$ cat config.mk
export PLATFORM = sky130hd
export DESIGN_NAME = dmem_arbiter
export DESIGN_NICKNAME = d
export VERILOG_FILES = /design/src/rtl/dmem_arbiter.sv
export SDC_FILE = /design/constraint.sdc
export NUM_CORES = 1
export LEC_CHECK = 0
export CAP_MARGIN = 10
export CORE_AREA = 3 3 88 90
export CTS_CLUSTER_DIAMETER = 50
export CTS_CLUSTER_SIZE = 30
export DETAILED_ROUTE_END_ITERATION = 8
export DIE_AREA = 0 0 91 93
export HOLD_SLACK_MARGIN = 0.08
export PLACE_DENSITY_LB_ADDON = 0.12
export SYNTH_ARGS = -nofsm -noshare
export SYNTH_HDL_FRONTEND = slang
export SYNTH_SLANG_ARGS = --single-unit
export TNS_END_PERCENT = 30
$ cat constraint.sdc
create_clock -name clk -period 4.8 [get_ports clk]
set_clock_uncertainty 0.2 [all_clocks]
set_input_delay 1.44 -clock clk [delete_from_list [all_inputs] [get_ports clk]]
set_output_delay 1.44 -clock clk [all_outputs]
set_load 0.02 [all_outputs]
$ cat src/rtl/dmem_arbiter.sv
// dmem_arbiter: two-port arbiter in front of a single-ported data memory.
// Port m0 is the core load/store port, m1 the debug/DMA port. Grants are
// combinational; read data returns one cycle after the grant.
// Build option: define DMEM_ARB_RR_EN for round-robin arbitration.
// Without it, fixed priority (m0 over m1) with starvation relief for m1.
module dmem_arbiter #(
  parameter int unsigned DATA_W     = 32,
  parameter int unsigned ADDR_W     = 9,
  parameter int unsigned STARVE_MAX = 4
) (
  input  logic              clk,
  input  logic              reset,
  input  logic              m0_req,
  input  logic              m0_we,
  input  logic [ADDR_W-1:0] m0_addr,
  input  logic [DATA_W-1:0] m0_wdata,
  input  logic              m1_req,
  input  logic              m1_we,
  input  logic [ADDR_W-1:0] m1_addr,
  input  logic [DATA_W-1:0] m1_wdata,
  output logic              m0_gnt,
  output logic              m1_gnt,
  output logic              m0_rvalid,
  output logic              m1_rvalid,
  output logic [DATA_W-1:0] m0_rdata,
  output logic [DATA_W-1:0] m1_rdata,
  output logic              mem_wr,
  output logic              mem_rd,
  output logic [ADDR_W-1:0] mem_addr,
  output logic [DATA_W-1:0] mem_wdata,
  input  logic [DATA_W-1:0] mem_rdata
);

  typedef enum logic {
    PORT_M0 = 1'b0,
    PORT_M1 = 1'b1
  } port_e;

  logic  gnt0;
  logic  gnt1;
  logic  rd_pend_q;
  logic  rd_pend_d;
  port_e rd_sel_q;
  port_e rd_sel_d;

`ifdef DMEM_ARB_RR_EN
  port_e last_gnt_q;
  port_e last_gnt_d;

  // Round-robin grant: on contention the port not granted last time wins
  always_comb begin
    gnt0 = 1'b0;
    gnt1 = 1'b0;
    if (!reset) begin
      if (m0_req && m1_req) begin
        if (last_gnt_q == PORT_M1) gnt0 = 1'b1;
        else                       gnt1 = 1'b1;
      end else begin
        gnt0 = m0_req;
        gnt1 = m1_req;
      end
    end
  end

  // Remember the most recently granted port; hold when idle
  always_comb begin
    last_gnt_d = last_gnt_q;
    if (gnt0)      last_gnt_d = PORT_M0;
    else if (gnt1) last_gnt_d = PORT_M1;
  end

  // Reset to m1 so that m0 wins the first contention
  always_ff @(posedge clk or posedge reset) begin
    if (reset) last_gnt_q <= PORT_M1;
    else       last_gnt_q <= last_gnt_d;
  end
`else
  localparam int unsigned CNT_W = (STARVE_MAX < 1) ? 1 : $clog2(STARVE_MAX + 1);
  localparam logic [CNT_W-1:0] STARVE_LIM = CNT_W'(STARVE_MAX);

  logic [CNT_W-1:0] starve_cnt_q;
  logic [CNT_W-1:0] starve_cnt_d;
  logic             starved;

  assign starved = (starve_cnt_q == STARVE_LIM);

  // Fixed priority m0 over m1, overridden once m1 has waited STARVE_MAX cycles
  always_comb begin
    gnt0 = 1'b0;
    gnt1 = 1'b0;
    if (!reset) begin
      if (m1_req && (!m0_req || starved)) gnt1 = 1'b1;
      else                                gnt0 = m0_req;
    end
  end

  // Count consecutive denied m1 cycles; clear on grant or dropped request
  always_comb begin
    starve_cnt_d = starve_cnt_q;
    if (!m1_req || gnt1)  starve_cnt_d = '0;
    else if (!starved)    starve_cnt_d = starve_cnt_q + CNT_W'(1);
  end

  // Starvation counter register
  always_ff @(posedge clk or posedge reset) begin
    if (reset) starve_cnt_q <= '0;
    else       starve_cnt_q <= starve_cnt_d;
  end
`endif

  assign m0_gnt = gnt0;
  assign m1_gnt = gnt1;

  // Memory request mux and read-tracking next state from the granted port
  always_comb begin
    mem_wr    = 1'b0;
    mem_rd    = 1'b0;
    mem_addr  = '0;
    mem_wdata = '0;
    rd_pend_d = 1'b0;
    rd_sel_d  = rd_sel_q;
    if (gnt0) begin
      mem_wr    = m0_we;
      mem_rd    = !m0_we;
      mem_addr  = m0_addr;
      mem_wdata = m0_wdata;
      rd_pend_d = !m0_we;
      if (!m0_we) rd_sel_d = PORT_M0;
    end else if (gnt1) begin
      mem_wr    = m1_we;
      mem_rd    = !m1_we;
      mem_addr  = m1_addr;
      mem_wdata = m1_wdata;
      rd_pend_d = !m1_we;
      if (!m1_we) rd_sel_d = PORT_M1;
    end
  end

  // Pending-read tracking: one outstanding read per cycle
  always_ff @(posedge clk or posedge reset) begin
    if (reset) begin
      rd_pend_q <= 1'b0;
      rd_sel_q  <= PORT_M0;
    end else begin
      rd_pend_q <= rd_pend_d;
      rd_sel_q  <= rd_sel_d;
    end
  end

  // Route returning read data to the port that issued the read; zero elsewhere
  always_comb begin
    m0_rvalid = rd_pend_q && (rd_sel_q == PORT_M0) && !reset;
    m1_rvalid = rd_pend_q && (rd_sel_q == PORT_M1) && !reset;
    m0_rdata  = m0_rvalid ? mem_rdata : '0;
    m1_rdata  = m1_rvalid ? mem_rdata : '0;
  end

endmodule

# Yosys cells after proc, flatten, opt, wreduce, memory -nomap -nowiden
# Cells that the tools add are included.
classes:
  n_reduce_logical: 14
  mux: 20
  n_eq_ne: 4
  bitwise: 1
  add_sub_neg: 1
op_table:
  columns: ["operator", "count"]
  rows:
  - ["32-bit two-way mux", 4]
  - ["9-bit two-way mux", 2]
  - ["1-bit two-way mux", 12]
  - ["3-bit two-way mux", 2]
  - ["1-bit logical AND", 5]
  - ["1-bit zero test", 5]
  - ["2-bit by 1-bit inequality test with 1-bit output (second input constant)", 2]
  - ["3-bit by 1-bit adder with 3-bit output (second input constant)", 1]
  - ["3-bit == test (second input constant)", 1]
  - ["3-bit AND reduction", 1]
  - ["1-bit logical OR", 2]
  - ["2-bit inequality test (second input constant)", 1]
  - ["2-bit nonzero test", 1]
  - ["1-bit NOT", 1]
totals:
  register_bits: 5
  elab_cells: 43
  output_inout_bits: 111

# Longest topological paths before layout
# Gate-level depths: netlist (run 1).
logic_depth:
  depth_word: 7
  mapped_depth: 7
  mapped_depth_nobuf: 5

# Worst setup path after synthesis (run 1)
# No wires, ideal clock.
synth_path:
  kind: "in2out"
  start: "input m0_req"
  end: "output mem_wdata[21]"
  t_arrival_ps: 2311
  cell_stages: 5
  setup_slack_ps: 849
  n_path_buf: 2
  cell_sequence: "a21boi_2 -> nor3b_2 -> buf_6 -> buf_6 -> a22o_1"
synth_between:
  elab_chain_cells: 7
  elab_cells_between_ends: 9
synth_rtl:
  columns: ["element", "line", "source"]
  rows:
  - ["start: declaration", "13", "input logic m0_req,"]
  - ["1-bit zero test", "92", "if (m1_req && (!m0_req || starved)) gnt1 = 1'b1;"]
  - ["1-bit logical OR", "92", null]
  - ["1-bit logical AND", "92", null]
  - ["1-bit two-way mux", "92", null]
  - ["1-bit two-way mux", "91", "if (!reset) begin"]
  - ["net m1_gnt", "22", "output logic m1_gnt,"]
  - ["32-bit two-way mux", "129", "end else if (gnt1) begin"]
  - ["32-bit two-way mux", "122", "if (gnt0) begin"]
  - ["end: declaration", "30", "output logic [DATA_W-1:0] mem_wdata,"]
# The timed path passes the listed nets, and every way through them passes these cells.

# Worst setup path in the final report (run 1)
layout_path:
  start: "input m1_req"
  end: "output m0_gnt"
layout_between:
  elab_chain_cells: 3
layout_rtl:
  columns: ["element", "line", "source"]
  rows:
  - ["start: declaration", "17", "input logic m1_req,"]
  - ["1-bit logical AND", "92", null]
  - ["1-bit two-way mux", "92", null]
  - ["1-bit two-way mux", "91", null]
  - ["end: declaration", "21", "output logic m0_gnt,"]
# No other way between the ends.

==> run_results.csv, run 1 <==
group,metric,value,unit
status,outcome,"completed",
power,switching_share,34.1,%
routing,avgViaCountPerCell,4.29,
worst_setup_path,path_cells,"clkdlybuf4s50_1 > nand3_1 > and3_2 > buf_12 > clkdlybuf4s50_1",
routing,dr.pass1.iters,4,
sta,tightest_slew,0.290,ns
grt,grt_overflow,0,
floorplan,coreArea,7140,µm²
cells_and_area,multi_input_area,943,µm²
sta,final-hold-violation-count,0,
floorplan,start_util,16.9,%
routing,wl_per_cell,14.7,µm
sta,drv_slew,0,
yosys,synth_commonest_cells,"64 x and2_1, 42 x a22o_1, 10 x buf_6",
cells_and_area,num-fill-cells,752,
sta,min_period_over_period,98.2,%
cts,max-clock-path-buffers,2,
power,power_density,112,nW/µm²
grt,track_usage,15.8,%
grt,grt_pass1_wl,10.9,mm
yosys,yosysSeqAreaShare,10.4,%
worst_setup_path,endpoint_kind,"primary output",
sta,finalSetupViolations,0,
cts,cts_num_sinks,5,
yosys,async_flop_share,100,%
yosys,synth.most_common_cell,"and2_1",
floorplan,die_w,91,µm
power,p_seq_share,12.7,%
yosys,synthesis.nets,273,
worst_setup_path,crit_path_start_kind,"input pin",
worst_setup_path,cp.arrival,3.07,ns
grt,grt_start_max_net_pins,34,
routing,drc,0,
sta,slew-limit-headroom,80.6,%
cells_and_area,diodes,0,
yosys,avgSynthCellArea,8.00,µm²
yosys,ys_warn_count,0,
cts,htree_levels,1,
power,vdd_drop_max,0.0509,mV
cts,post-cts-setup-buffer-count,0,
power,leakagePower,1.94,nW
cts,cts_tree,"yes",
grt,grt_pass1_vias,2155,
power,clockPowerShare,19.6,%
worst_setup_path,cp_max_fo,22,
routing,num_vias,2061,
sta,max_freq,212,MHz
cts,cts_made_buffers,3,
job,cap_violations,0,
worst_hold_path,min_path_type,"flop to flop",
cells_and_area,final_nets,504,
cts,ctsHoldBuffers,0,
yosys,synth_area_leader_cell,"and2_1",
worst_setup_path,crit_required,3.16,ns
yosys,synth-edff-count,0,
cts,insertion_delay,0.22,ns
floorplan,rows,31,
placed_design,gp_congestion,0.724,
cells_and_area,drive_gt1_share,5.77,%
worst_setup_path,cp_slowest_cell,"clkdlybuf4s50_1",
routing,drtIter0Drc,30,
power,totalPowerFinal,0.401,mW
cts,root_buffer,"clkbuf_8",
yosys,syn-instance-count,151,
cells_and_area,regArea,125,µm²
worst_setup_path,critical_path.max_stage_delay,0.62,ns
placed_design,port_buffers,230,
cts,path_clk_slew,0.03,ns
cells_and_area,utilization,50.3,%
power,power.internal,0.264,mW
yosys,synth_seq_cells,5,
worst_setup_path,crit_top_cell,"clkdlybuf4s50_1",
power,comb_power_share,67.7,%
yosys,synthTopCellsByArea,"and2_1 33%, a22o_1 30%, dfrtp_1 10%",
yosys,syn_area,1210,µm²
yosys,ys_types,21,
worst_setup_path,critical_path_class,"input pin to primary output",
sta,fin_crit,4.71,ns
cells_and_area,syn_to_final_growth,197,%
grt,antenna_found_initial,0,
floorplan,die_h,93,µm
floorplan,die_area,8460,µm²
yosys,synth_top_area_share,33.2,%
floorplan,io_pins,231,
power,p_sw,0.137,mW
routing,routed_wl,7.05,mm
yosys,synthFlopType,"dfrtp_1",
placed_design,dp_hpwl,5.96,mm
sta,rsz0062_at_grt,"no",
routing,ant_nets,0,
-- metrics by stage --
stage / setup TNS [ns] / instance area, µm² / cells / hold slack, ns / setup WS, ns
finish: 0 / 3590 / 480 / 0.384 / 0.0854
floorplan: 0 / 1210 / 151 / 0.341 / 0.849
global placement: -9.80 / 3660 / 476 / 0.382 / -0.183
CTS: -0.0654 / 3580 / 480 / 0.388 / -0.0654
detailed placement: -8.16 / 3660 / 476 / 0.386 / -0.167
global route: 0 / 3590 / 480 / 0.405 / 0.0251
-- sequential cells by signal, summed over array words and instances, names as in the netlist --
| register | cells |
|---|---|
| rd_pend_q | 1 |
| rd_sel_q | 1 |
| starve_cnt_q | 3 |
-- per-layer routing --
metal  vias up  part of all wire (%)  track usage (%)
met5         -                     0                0
met4         0                   1.3             4.52
met3         7                    13             7.08
met2       147                    49             28.3
met1       905                    37             16.9
li1       1002                     -                -
-- logic make-up after synthesis --
logic type / Yosys count / synth area share, %
XOR/XNOR: 1 / 0.726
multiplexers: 1 / 0.829
buffers and inverters: 20 / 12.6
AND/OR/NAND/NOR: 77 / 40.6
adder cells (fa/ha/maj): 2 / 2.07
AO/OA/AOI/OAI: 45 / 32.7
flip-flops: 5 / 10.4
-- layout by cell type, fill, tap and decap left out, drive strengths merged --
master and count:
a21boi 1, a21o 1, a22o 42, a2bb2oi 1
and2 64, and3 2, buf 13, clkbuf 4
clkdlybuf4s50 121, dfrtp 5, dlygate4sd2 106, dlymetal6s2s 2
ha 2, inv 4, mux2i 1, nand2 2
nand3 1, nor2 2, nor3b 4, nor4b 2
xnor2 1
-- final timing paths --
path / start / endpoint / slack [ns] / cells past startpoint
min in group asynchronous: reset / rd_sel_q / 1.12 / 3
max in group asynchronous: reset / starve_cnt_q[1] / 3.17 / 3
hold / removal: rd_sel_q / rd_sel_q / 0.38 / 1
setup reg to reg: starve_cnt_q[0] / starve_cnt_q[2] / 2.88 / 7
hold reg to reg: rd_sel_q / rd_sel_q / 0.38 / 1
setup / recovery: m1_req / m0_gnt / 0.09 / 5
-- timing repair --
item	4_1_cts	5_1_grt
pin swaps	1	0
gates resized for setup	107	3
gates cloned	0	0
setup endpoints to repair	108	2
hold endpoints to repair	0	0
-- critical path, delay by kind of cell --
family / cells / cell delay (ns)
buf+inv: 3 / 1.26
simple gates: 2 / 0.37
-- layout make-up --
cell class,count,share of cell area [%]
Clock buffer,4,1.25
Inverter,4,0.418
Multi-Input combinational cell,126,26.3
Sequential cell,5,3.49
Tap cell,99,3.45
Timing Repair Buffer,242,65.1
-- power by group through the flow --
stage | combinational [mW] | sequential, mW | clock (mW)
2_1_floorplan | 0.113 | 0.0506 | 0
3_3_place_gp | 0.297 | 0.0512 | 0
3_5_place_dp | 0.299 | 0.0514 | 0
4_1_cts | 0.275 | 0.0508 | 0.0818
5_1_grt | 0.291 | 0.0514 | 0.0851
6_report | 0.271 | 0.0509 | 0.0786
Power figures use the tool's default switching activity.
==> run 2, diff against run 1 <==
PLACE_DENSITY = 0.69   (was default)
PLACE_DENSITY_LB_ADDON = default   (was 0.12)
REMOVE_ABC_BUFFERS = 1   (was default)
==> run 2 against run 1 <==
Fmax is 0.28% lower. Sequential share of layout area is 0.069 points higher. Non-clock buffer count is 4 lower. Clock power is 2% lower. Register-to-register slack better by 0.05 ns. Via count is 2.3% lower. First-iteration DRC count is 23% higher. Final area is 2.0% lower. Critical path type unchanged. Largest cell class unchanged.
==> run_results.csv, run 2 (synthesis gave the netlist of run 1 again) <==
group,metric,value,unit
cells_and_area,final_nets,500,
routing,dr.pass1.iters,4,
sta,fin_crit,4.73,ns
grt,grt_overflow,0,
floorplan,die_area,8460,µm²
routing,num_vias,2013,
routing,routed_wl,6.82,mm
routing,ant_nets,0,
placed_design,dp_cells,472,
floorplan,die_h,93,µm
placed_design,placed_area,3610,µm²
worst_setup_path,cp_num_buf_inv,4,
sta,slew-limit-headroom,82.2,%
cts,path_clk_slew,0.04,ns
cells_and_area,regArea,125,µm²
cts,htree_levels,1,
cells_and_area,layout_common_cells,"121 x clkdlybuf4s50_1, 108 x dlygate4sd2_1, 64 x and2_1, 42 x a22o_1",
worst_setup_path,crit_top_cell,"clkdlybuf4s50_1",
cts,insertion_delay,0.22,ns
cells_and_area,largest_register,"starve_cnt_q",
sta,holdWs,0.376,ns
cells_and_area,largestRegisters,"starve_cnt_q: 3 flops, rd_pend_q: 1 flops, rd_sel_q: 1 flops",
worst_hold_path,min_path_type,"flop to flop",
cells_and_area,diodes,0,
cts,ctsHoldBuffers,0,
grt,grt_pass1_wl,9.83,mm
power,vdd_drop_max,0.0873,mV
floorplan,die_w,91,µm
cts,max-clock-path-buffers,2,
cells_and_area,syn_to_final_growth,192,%
worst_setup_path,cp_top_family,"buffers and inverters",
cts,cts_tree,"yes",
worst_setup_path,critical_path_class,"input pin to primary output",
placed_design,gp_congestion,0.749,
sta,tns,0,ns
sta,max_freq,212,MHz
grt,grt_start_max_net_pins,46,
power,totalPowerFinal,0.393,mW
placed_design,dp_slack,-0.153,ns
cells_and_area,utilization,49.3,%
worst_setup_path,crit_path_start_kind,"input pin",
power,power_density,112,nW/µm²
routing,drc,0,
routing,drtIter0Drc,37,
sta,tightest_slew,0.264,ns
sta,min_period_over_period,98.5,%
placed_design,dp_hpwl,6.03,mm
cts,post-cts-setup-buffer-count,0,
worst_setup_path,cp_slowest_cell,"clkdlybuf4s50_1",
cells_and_area,multi_input_area,936,µm²
status,outcome,"completed",
floorplan,io_pins,231,
cells_and_area,final_common_cell,"clkdlybuf4s50_1",
sta,setup_slack,0.0720,ns
cts,root_buffer,"clkbuf_8",
routing,wl_per_cell,14.3,µm
floorplan,coreArea,7140,µm²
sta,finalSetupViolations,0,
cells_and_area,num-fill-cells,753,
worst_setup_path,crit_required,3.16,ns
routing,avgViaCountPerCell,4.23,
floorplan,start_util,16.9,%
cells_and_area,stdcell_area,3520,µm²
placed_design,port_buffers,230,
cells_and_area,drive_gt1_share,4.24,%
worst_setup_path,cp_max_fo,33,
grt,antenna_found_initial,0,
power,leakagePower,1.89,nW
worst_setup_path,endpoint_kind,"primary output",
job,cap_violations,0,
grt,track_usage,14.2,%
cts,cts_made_buffers,3,
worst_setup_path,critical_path.max_stage_delay,0.62,ns
cts,cts_num_sinks,5,
cells_and_area,fin_cells,476,
cells_and_area,largest_reg_flops,3,
worst_setup_path,cp.arrival,3.09,ns
floorplan,rows,31,
sta,drv_slew,0,
sta,rsz0062_at_grt,"no",
sta,final-hold-violation-count,0,
worst_setup_path,path_cells,"clkdlybuf4s50_1 > inv_2 > and3_1 > buf_12 > clkdlybuf4s50_1",
grt,grt_pass1_vias,2000,
==> run 2: cell count changes in the layout (fill, tap and decap cells not counted) <==
cell,change
dlygate4sd2_1,+2
nor4b_2,-1
and3_1,+1
buf_4,-2
dlymetal6s2s_1,-2
buf_12,-2
and3_2,-1
nor4b_1,+1
==> run 2: worst register-to-register path, delay by kind of cell (launching register included) <==
kind	cells	cell delay, ns
adders and majority gates	1	0.25
DFF	1	0.37
AOI/OAI and AO/OA	1	0.21
and+or+nand+nor	2	0.35
buffers and inverters	3	0.40
==> run 2: path summary, 6_finish.rpt <==
check	end	startpoint	slack [ns]	cells after the start
min in group asynchronous	rd_pend_q	reset	1.48	3
max reg2reg	starve_cnt_q[2]	starve_cnt_q[0]	2.93	7
min	rd_sel_q	rd_sel_q	0.38	1
min reg2reg	rd_sel_q	rd_sel_q	0.38	1
max in group asynchronous	starve_cnt_q[1]	reset	2.81	3
max	m1_rvalid	reset	0.07	5
==> run 2: timing repair <==
item,CTS,global route
resized for setup,108,0
hold endpoints to repair,0,0
setup endpoints to repair,108,0
==> run 2: final cells by class <==
class	instances	share of cell area (%)
Timing Repair Buffer	238	64.6
Multi-Input combinational cell	126	26.6
Sequential cell	5	3.55
Tap cell	99	3.52
Clock buffer	4	1.28
Inverter	4	0.427
==> run 2: report_power, final <==
part / switching (mW) / leakage, nW / total (mW) / internal [mW]
Sequential: 0.00390 / 0.0656 / 0.0509 / 0.0470
Clock: 0.0201 / 0.0228 / 0.0770 / 0.0570
Combinational: 0.110 / 1.81 / 0.266 / 0.155
Total: 0.134 / 1.89 / 0.393 / 0.259
==> run 2: per-layer routing <==
layer	routed length, µm	GRT usage [%]	up-vias
met5	0	0	-
met1	2250	13.1	880
li1	-	-	993
met2	3730	30.0	138
met3	797	5.55	2
met4	44	1.13	0
==> run 3, diff against run 2 <==
GPL_TIMING_DRIVEN = 0   (was default)
MAX_ROUTING_LAYER = met4   (was default)
PLACE_DENSITY = default   (was 0.69)
PLACE_DENSITY_LB_ADDON = 0.05   (was default)
==> run 3 against run 2 <==
Combinational power is 5% higher. Critical endpoint is now mem_rd. Highest routed layer unchanged. Worst setup slack improved by 0.0017 ns. Power up 4.1%. Worst hold slack better by 0.019 ns. Sequential share of layout area down 0.13 points. Non-clock buffer count shrank 1. Fmax hardly changed.
==> run_results.csv, run 3 (synthesis gave the netlist of run 1 again) <==
group,metric,value,unit
status,outcome,"completed",
worst_setup_path,crit_path_start,"m0_req",
cells_and_area,largest_reg_flops,3,
power,vdd_drop_max,0.0738,mV
worst_setup_path,r2r-end,"starve_cnt_q[2]",
cells_and_area,stdcell_area,3650,µm²
cells_and_area,syn_to_final_growth,202,%
cells_and_area,diodes,0,
worst_setup_path,cp_top_family,"buffers and inverters",
routing,routed_wl,7.49,mm
grt,track_usage,16.3,%
sta,min_period_over_period,98.5,%
worst_setup_path,critPathCapture,"mem_rd",
placed_design,dp_cells,467,
cts,root_buffer,"clkbuf_8",
worst_setup_path,cp_slowest_cell,"clkdlybuf4s50_1",
worst_hold_path,min_from,"starve_cnt_q[0]",
floorplan,die_h,93,µm
grt,antenna_found_initial,0,
cts,cts_num_sinks,5,
cells_and_area,fin_cells,479,
grt,grt_pass1_wl,10.6,mm
worst_setup_path,critical_path.max_stage_delay,0.60,ns
cells_and_area,drive_gt1_share,6.58,%
cts,cts_made_buffers,3,
placed_design,placed_area,3550,µm²
worst_setup_path,path_cells,"dlygate4sd2_1 > a21boi_2 > nor4b_1 > a21o_1 > clkdlybuf4s50_1",
job,cap_violations,0,
cts,max-clock-path-buffers,2,
grt,grt_pass1_vias,2025,
worst_setup_path,cp_max_fo,5,
cells_and_area,layout_common_cells,"184 x clkdlybuf4s50_1, 64 x and2_1, 42 x a22o_1, 31 x dlygate4sd2_1, 10 x clkdlybuf4s15_1",
grt,grt_overflow,0,
floorplan,die_area,8460,µm²
routing,ant_nets,0,
sta,max_freq,212,MHz
worst_setup_path,regToRegSetupSlack,3.07,ns
routing,num_vias,2033,
placed_design,gp_congestion,0.749,
routing,wl_per_cell,15.6,µm
worst_setup_path,worstReg2RegStart,"starve_cnt_q[0]",
power,leakagePower,1.57,nW
sta,tightest_slew,0.383,ns
cells_and_area,final_common_cell,"clkdlybuf4s50_1",
cells_and_area,largestRegisters,"starve_cnt_q: 3 flops, rd_pend_q: 1 flops, rd_sel_q: 1 flops",
worst_setup_path,cp.depth,5,
cells_and_area,num-fill-cells,709,
sta,finalSetupViolations,0,
sta,fin_crit,4.73,ns
placed_design,dp_hpwl,6.00,mm
grt,grt_start_max_net_pins,29,
cells_and_area,final_nets,503,
cts,htree_levels,1,
power,power_density,112,nW/µm²
worst_hold_path,min_path_type,"flop to flop",
cts,cts_tree,"yes",
worst_setup_path,critical_path_class,"input pin to primary output",
cts,path_clk_slew,0.04,ns
floorplan,io_pins,231,
routing,avgViaCountPerCell,4.24,
sta,holdWs,0.395,ns
worst_setup_path,crit_path_start_kind,"input pin",
floorplan,die_w,91,µm
sta,final-hold-violation-count,0,
cells_and_area,multi_input_area,998,µm²
cts,insertion_delay,0.22,ns
placed_design,port_buffers,230,
sta,rsz0062_at_grt,"yes",
sta,drv_slew,0,
cells_and_area,utilization,51.1,%
worst_setup_path,endpoint_kind,"primary output",
cells_and_area,largest_register,"starve_cnt_q",
floorplan,coreArea,7140,µm²
worst_setup_path,cp_num_buf_inv,2,
cells_and_area,regArea,125,µm²
routing,drtIter0Drc,38,
worst_setup_path,reg2reg_depth,6,
floorplan,rows,31,
worst_setup_path,cp.arrival,3.09,ns
routing,dr.pass1.iters,4,
sta,tns,0,ns
worst_setup_path,crit_required,3.16,ns
sta,slew-limit-headroom,74.1,%
routing,drc,0,
floorplan,start_util,16.9,%
run 3: cell count changes in the layout (fill, tap and decap cells not counted), moves of 2 or more:
cell             change
and3_1               -2
clkdlybuf4s50_1     +63
clkdlybuf4s15_1     +10
clkdlybuf4s15_2      +3
and3_4               +5
buf_8                +3
dlygate4sd2_1       -77
buf_12               -4
run 3: layout make-up:
type / instances / share of cell area (%)
repair buffers: 237 / 64.1
inverters: 4 / 0.480
flip-flops and latches: 5 / 3.43
well taps: 99 / 3.39
multi-input cells: 130 / 27.4
clock buffers: 4 / 1.23
run 3: worst min-delay path by stage:
stage | end | cells after the start | slack (ns)
4_1_cts | starve_cnt_q[0] | 2 | 0.39
3_5_place_dp | starve_cnt_q[0] | 2 | 0.38
3_3_place_gp | rd_sel_q | 1 | 0.38
6_report | starve_cnt_q[0] | 2 | 0.40
5_1_grt | starve_cnt_q[0] | 2 | 0.45
2_1_floorplan | rd_sel_q | 1 | 0.34
run 3: worst min-delay path: cells and delay by family, from the launching register on:
family           cells  cell delay (ns)
flip-flops           1             0.38
XOR/XNOR             1             0.13
AND/OR/NAND/NOR      1             0.05
run 3: what timing repair did:
action / CTS / global route
cloned: 4 / 0
hold endpoints to repair: 0 / 0
setup endpoints to repair: 106 / 21
setup buffers: 4 / 0
gates resized for setup: 67 / 5
pin swaps: 5 / 0
hold buffers: 0 / 0
run 3: routing by layer:
layer / wire [µm] / vias up / GRT usage, % / part of all wire [%]
met3: 700 / 8 / 3.62 / 9.3
met5: 0 / - / - / 0
li1: - / 1008 / - / -
met1: 2700 / 875 / 16.0 / 36
met2: 3930 / 142 / 31.9 / 52
met4: 161 / 0 / 4.65 / 2.2
run 3: where the power goes:
part	total [mW]	switching (mW)	internal (mW)	leakage, nW
clock	0.0768	0.0199	0.0569	0.0228
sequential	0.0536	0.00663	0.0470	0.0656
combinational	0.279	0.114	0.166	1.48
run 3: stage by stage:
step / worst slack (ns) / power, mW
floorplan: -0.463 / 0.153
global placement: -2.03 / 0.335
detailed placement: -0.711 / 0.342
CTS: -0.0729 / 0.416
global route: -0.00724 / 0.433
finish: 0.0737 / 0.410
